**src/rtl/ltsm_sb_hs_tx.sv**
```systemverilog
// Transmit-side sideband request/response handshake for single-exchange LTSM states.
// Build macro LTSM_SB_HS_TIMEOUT_EN adds the resend timer, retry limit and TIMEOUT state.
module ltsm_sb_hs_tx #(
  parameter int SB_MSG_WIDTH  = 4,
  parameter int REQ_MSG       = 15,
  parameter int RESP_MSG      = 14,
  parameter int RESEND_CYCLES = 1024,
  parameter int MAX_RESENDS   = 3
) (
  input  logic                    i_clk,
  input  logic                    i_rst_n,
  input  logic                    i_en,
  input  logic                    i_rx_msg_valid,
  input  logic [SB_MSG_WIDTH-1:0] i_decoded_sb_msg,
  input  logic                    i_falling_edge_busy,
  input  logic                    i_rx_valid,
  output logic [SB_MSG_WIDTH-1:0] o_encoded_sb_msg_tx,
  output logic                    o_valid_tx,
  output logic                    o_done,
  output logic                    o_timeout
);

  typedef enum logic [2:0] {
    ST_IDLE     = 3'd0,
    ST_WAIT_RX  = 3'd1,
    ST_SEND_REQ = 3'd2,
    ST_DONE     = 3'd3,
    ST_TIMEOUT  = 3'd4
  } state_t;

  localparam logic [SB_MSG_WIDTH-1:0] L_REQ  = SB_MSG_WIDTH'(REQ_MSG);
  localparam logic [SB_MSG_WIDTH-1:0] L_RESP = SB_MSG_WIDTH'(RESP_MSG);

  if (RESEND_CYCLES < 1 || MAX_RESENDS < 0) begin : g_bad_cfg
    $error("ltsm_sb_hs_tx: RESEND_CYCLES must be >= 1 and MAX_RESENDS >= 0");
  end

  state_t                  r_cs;
  logic [SB_MSG_WIDTH-1:0] r_code;
  logic                    r_valid_tx;
  logic                    r_done;

  logic w_req_rx;
  logic w_resp_rx;
  logic w_busy_clr;
  logic w_rx_sent;

  assign w_req_rx   = i_rx_msg_valid && (i_decoded_sb_msg == L_REQ);
  assign w_resp_rx  = i_rx_msg_valid && (i_decoded_sb_msg == L_RESP);
  assign w_busy_clr = i_falling_edge_busy && !i_rx_valid;
  assign w_rx_sent  = i_falling_edge_busy && i_rx_valid;

`ifdef LTSM_SB_HS_TIMEOUT_EN
  localparam int RCW = (RESEND_CYCLES > 1) ? $clog2(RESEND_CYCLES) : 1;
  localparam int RTW = (MAX_RESENDS > 0) ? $clog2(MAX_RESENDS + 1) : 1;
  localparam logic [RCW-1:0] L_RC_LAST = RCW'(RESEND_CYCLES - 1);
  localparam logic [RTW-1:0] L_MAX_RT  = RTW'(MAX_RESENDS);

  logic [RCW-1:0] r_resend_cnt;
  logic [RTW-1:0] r_retry_cnt;
  logic           r_timeout;
`endif

  // o_valid_tx/o_encoded_sb_msg_tx: the message is offered while o_valid_tx is high and is
  // consumed when the sideband reports the end of a TX-owned transfer (busy falling edge with
  // !i_rx_valid). A send event in the same cycle re-arms valid, overriding that clear.
  always_ff @(posedge i_clk or negedge i_rst_n) begin
    if (!i_rst_n) begin
      r_cs         <= ST_IDLE;
      r_code       <= '0;
      r_valid_tx   <= 1'b0;
      r_done       <= 1'b0;
`ifdef LTSM_SB_HS_TIMEOUT_EN
      r_resend_cnt <= '0;
      r_retry_cnt  <= '0;
      r_timeout    <= 1'b0;
`endif
    end else begin
      if (w_busy_clr) r_valid_tx <= 1'b0;

      case (r_cs)
        ST_IDLE: begin
          r_code <= '0;
          r_done <= 1'b0;
`ifdef LTSM_SB_HS_TIMEOUT_EN
          r_resend_cnt <= '0;
          r_retry_cnt  <= '0;
          r_timeout    <= 1'b0;
`endif
          if (i_en) begin
            if (w_req_rx) begin
              r_cs <= ST_WAIT_RX;
            end else begin
              r_cs       <= ST_SEND_REQ;
              r_code     <= L_REQ;
              r_valid_tx <= 1'b1;
            end
          end
        end

        ST_WAIT_RX: begin
          if (!i_en) begin
            r_cs <= ST_IDLE;
          end else if (w_rx_sent) begin
            r_cs       <= ST_SEND_REQ;
            r_code     <= L_REQ;
            r_valid_tx <= 1'b1;
          end
        end

        ST_SEND_REQ: begin
          if (!i_en) begin
            r_cs <= ST_IDLE;
          end else if (w_resp_rx) begin
            r_cs   <= ST_DONE;
            r_done <= 1'b1;
          end
`ifdef LTSM_SB_HS_TIMEOUT_EN
          else if (r_resend_cnt == L_RC_LAST) begin
            if (r_retry_cnt < L_MAX_RT) begin
              r_code       <= L_REQ;
              r_valid_tx   <= 1'b1;
              r_resend_cnt <= '0;
              r_retry_cnt  <= r_retry_cnt + 1'b1;
            end else begin
              r_cs      <= ST_TIMEOUT;
              r_timeout <= 1'b1;
            end
          end else begin
            r_resend_cnt <= r_resend_cnt + 1'b1;
          end
`endif
        end

        ST_DONE, ST_TIMEOUT: begin
          if (!i_en) r_cs <= ST_IDLE;
        end

        default: r_cs <= ST_IDLE;
      endcase
    end
  end

  assign o_encoded_sb_msg_tx = r_code;
  assign o_valid_tx          = r_valid_tx;
  assign o_done              = r_done;
`ifdef LTSM_SB_HS_TIMEOUT_EN
  assign o_timeout = r_timeout;
`else
  assign o_timeout = 1'b0;
`endif

endmodule

```
**config.mk**
```make
export PLATFORM = sky130hd
export DESIGN_NAME = ltsm_sb_hs_tx
export DESIGN_NICKNAME = d
export VERILOG_FILES = /design/src/rtl/ltsm_sb_hs_tx.sv
export SDC_FILE = /design/constraint.sdc
export NUM_CORES = 1
export LEC_CHECK = 0
export CAP_MARGIN = 20
export CORE_AREA = 4 4 41 43
export CTS_CLUSTER_DIAMETER = 60
export DETAILED_ROUTE_END_ITERATION = 7
export DIE_AREA = 0 0 45 47
export SLEW_MARGIN = 20
export SYNTH_ARGS = -nofsm -noshare
export SYNTH_HDL_FRONTEND = slang
export SYNTH_SLANG_ARGS = --single-unit
```
**constraint.sdc**
```tcl
create_clock -name i_clk -period 1.8 [get_ports i_clk]
set_input_delay 0.54 -clock i_clk [delete_from_list [all_inputs] [get_ports i_clk]]
set_output_delay 0.54 -clock i_clk [all_outputs]
set_load 0.05 [all_outputs]
```
Yosys cells after proc, flatten, opt, wreduce, memory -nomap -nowiden
Index checks and enable logic that the tools add are counted.
{ "classes": {"reduce_logical": 12, "eq_ne": 14, "muxes": 22} }
{ "ops": {"columns": ["operator", "count"], "rows": [
  ["$mux 3", 6],
  ["$mux 4", 4],
  ["$ne 2x2->1 const B", 6],
  ["$pmux 3 s4", 1],
  ["$eq 4x4->1 const B", 2],
  ["$pmux 4 s2", 1],
  ["$mux 1", 7],
  ["$eq 3x2->1 const B", 2],
  ["$ne 3x3->1 const B", 2],
  ["$reduce_and 3->1", 2],
  ["$logic_and 1x1->1", 4],
  ["$pmux 1 s2", 2],
  ["$reduce_and 4->1", 1],
  ["$reduce_bool 2->1", 2],
  ["$eq 3x1->1 const B", 1],
  ["$eq 3x3->1 const B", 1],
  ["$logic_not 3->1", 1],
  ["$mux 2", 1],
  ["$reduce_or 2->1", 1],
  ["$logic_not 1->1", 1]
]} }
{ "totals": {"regBits": 9, "input_bits": 10} }

Longest topological paths before layout
{ "logic_depth": {"ltp_word": 6, "depth_mapped": 3, "mapped_depth_nobuf": 3} }

Worst setup path after synthesis
OpenSTA, ideal clock, no wires.
{ "synth_path": {"path_kind": "register to output", "start": "register o_encoded_sb_msg_tx[2] (netlist name)", "end": "output port o_encoded_sb_msg_tx[1]", "stages_incl_launch_ff": 2, "setup_slack_ns": 0.319, "arrival_time_ns": 0.941, "n_path_buf": 1, "path_cell_list": "dfrtp_1 > buf_4"} }
{ "synth_rtl": {"columns": ["element", "line", "text"], "rows": [
  ["end, declared", "17", "output logic [SB_MSG_WIDTH-1:0] o_encoded_sb_msg_tx,"]
]} }

==> results.tsv <==
metric	value	unit
yosys.cell_types.count	17	
worstPathRequired	1.26	ns
ant_nets	0	
die_w	45	microns
floorplan.rows	13	
ctsResizeCount	0	
drv.max_cap_violation_count	0	
grt_pass1_wl	1010	microns
achievable-frequency	0.655	GHz
arrival	0.99	ns
path_delay_family	flip-flops	
post_cts_hold_buffer_count	0	
worstPathMaxFanout	5	
postRouteWirelength	626	microns
synth_fp_nets	40	
via_count	248	
finalNetCount	56	
synthesis.yosys.warnings	0	
detailedPlacementHpwl	548	microns
worstSetupPathDepth	1	
crit_buf_inv	1	
holdCritPathClass	input pin to async pin	
layout-drive-gt1-share	24.4	%
critical_path.endpoint_type	primary output	
design.portCount	17	
avgViaCountPerCell	4.13	
largest_net_degree_at_the_start_of_global_routing	8	
drt-pass1-iter-count	2	
max_stage_delay_on_crit_path	0.56	ns
cts_inserted_buffers	3	
fp.dieArea	2120	sq um
areaGrowthSynthToFinish	76.3	%
synth-seq-cells	5	
worstSetupEndpoint	o_encoded_sb_msg_tx[0]	
critical_path.reg2reg.endpoint	o_encoded_sb_msg_tx[2]	
numPortBuffers	15	
ordered_cell_list_for_the_critical_path	buf_12	
cts.repair_timing.setup_buffer_count	0	
netlist_area	280	sq um
yosysSeqAreaShare	44.6	%
seqCellArea	125	sq um
status	finished, final reports clean	
grt_setup_unrepaired	false	
criticalPathCategory	flop to primary output	
cts_tree	yes	
finalCritPeriodShare	84.9	%
die_h	47	microns
gpl.final_weighted_congestion	0.630	
grt_util_all_layers	7.00	%
worst_setup_path_startpoint	o_encoded_sb_msg_tx[2]	
cts.sink_count	5	
setup_viol	0	
grt_pass1_vias	245	
antenna_found_initial	0	
global_route.overflow_total	0	
layout.cells.most_common_list	sky130_fd_sc_hd__clkdlybuf4s50_1 (9), sky130_fd_sc_hd__dfrtp_1 (5), sky130_fd_sc_hd__buf_12 (5)	
skew	0.00482	ns
setup_tns	0	ns
synthesis.area_per_instance	9.34	sq um
final_cell_count_no_fill	60	
multi_input_area	125	sq um
core_area	1300	sq um
post-route-drc-count	0	
max-clock-path-buffers	2	
critical_path.startpoint_type	flop	
peakVddDrop	0.406	mV
initial_standard_cell_utilization_of_the_core	21.5	%
synthesis.instances	30	
min_period	1.53	ns
r2r_slack	0.77	ns
clock_insertion_delay_worst_skew	0.24	ns
dpl.cell_count	56	
antenna_cells_inserted	0	
clk_transition_reported_paths	0.05	ns
layout_commonest_cell	sky130_fd_sc_hd__clkdlybuf4s50_1	
worst_flop_to_flop_path_startpoint	r_cs[0]	
power_per_cell_area	826	nW/um^2
wire_per_inst	10.4	microns
drt_iter0_drc	2	
hold_vio_cnt_final	0	
h-tree-depth	1	
clock-root-buffer	sky130_fd_sc_hd__clkbuf_4	
slew_violations	0	
leakagePower	0.212	nW
overall_power_after_layout	408	uW
layout_filler_cell_count	149	
crit_slowest_cell	sky130_fd_sc_hd__dfrtp_1	
reg2reg_depth	3	
## how the worst min path moves through the flow
stage | start | to | slack, ns | depth (start not counted)
floorplan | i_rst_n | o_done | 0.24 | 0
global placement | o_valid_tx | o_valid_tx | 0.51 | 2
detailed placement | o_valid_tx | o_valid_tx | 0.55 | 2
CTS | i_rst_n | r_cs[1] | 0.51 | 1
global route | i_rst_n | r_cs[0] | 0.52 | 1
finish | i_rst_n | r_cs[1] | 0.52 | 1
## cells by family after synthesis
group | Yosys count | share of synthesized area, %
buf+inv | 4 | 10.7
simple gates | 11 | 23.7
other cells | 1 | 1.34
xor+xnor | 1 | 3.13
flops | 5 | 44.6
compound gates | 8 | 16.5
## metrics by stage
stage | instance area, sq um | hold slack [ns] | setup WS, ns | utilization [%]
final | 494 | 0.516 | 0.272 | 38.0
after global routing | 494 | 0.521 | 0.222 | 38.0
after CTS | 494 | 0.514 | 0.257 | 38.0
after detailed placement | 467 | 0.550 | 0.163 | 35.9
after global placement | 467 | 0.510 | 0.170 | 35.9
after floorplan | 280 | 0.244 | 0.319 | -
## routing by layer
metal	GRT usage [%]	routed length [microns]	share of wire, %	up-vias
met5	0	0	0	-
met4	3.51	0	0	0
met3	3.83	42	6.7	0
met2	10.5	323	52	6
met1	8.12	259	41	111
li1	-	-	-	131
## sequential cells by signal, summed over array words and instances (netlist names)
| signal | cells |
|---|---|
| o_valid_tx | 1 |
| r_cs | 2 |
| o_encoded_sb_msg_tx | 1 |
| o_done | 1 |
## power breakdown
| group | total (mW) | leakage [nW] | internal [mW] | switching [mW] |
|---|---|---|---|---|
| Clock | 0.125 | 0.0177 | 0.0803 | 0.0451 |
| Combinational | 0.149 | 0.131 | 0.0713 | 0.0778 |
| Sequential | 0.134 | 0.0629 | 0.121 | 0.0135 |
| Total | 0.408 | 0.212 | 0.272 | 0.136 |
## synthesized netlist by cell type
library cell               count  area [sq um]
sky130_fd_sc_hd__buf_4         4          30.0
sky130_fd_sc_hd__o21ai_1       1          5.00
sky130_fd_sc_hd__nand2b_1      2          12.5
sky130_fd_sc_hd__nand4b_1      1          8.76
sky130_fd_sc_hd__dfrtp_1       5           125
sky130_fd_sc_hd__o21ai_0       2          10.0
sky130_fd_sc_hd__a21oi_1       2          10.0
sky130_fd_sc_hd__and3b_1       1          8.76
sky130_fd_sc_hd__conb_1        1          3.75
sky130_fd_sc_hd__a31oi_1       1          6.26
sky130_fd_sc_hd__a32oi_1       1          8.76
sky130_fd_sc_hd__nor2_1        3          11.3
sky130_fd_sc_hd__xor2_1        1          8.76
sky130_fd_sc_hd__nand2_1       2          7.51
sky130_fd_sc_hd__and4_4        1          11.3
sky130_fd_sc_hd__and2_1        1          6.26
sky130_fd_sc_hd__o22ai_1       1          6.26
## cell type report
class | instances | share of cell area [%]
clock inverter | 1 | 1.01
tap | 15 | 3.80
sequential | 5 | 25.3
clock buffer | 3 | 4.56
timing repair buffer | 15 | 40.0
multi-input combinational | 21 | 25.3
(Power assumes the default switching activity.)
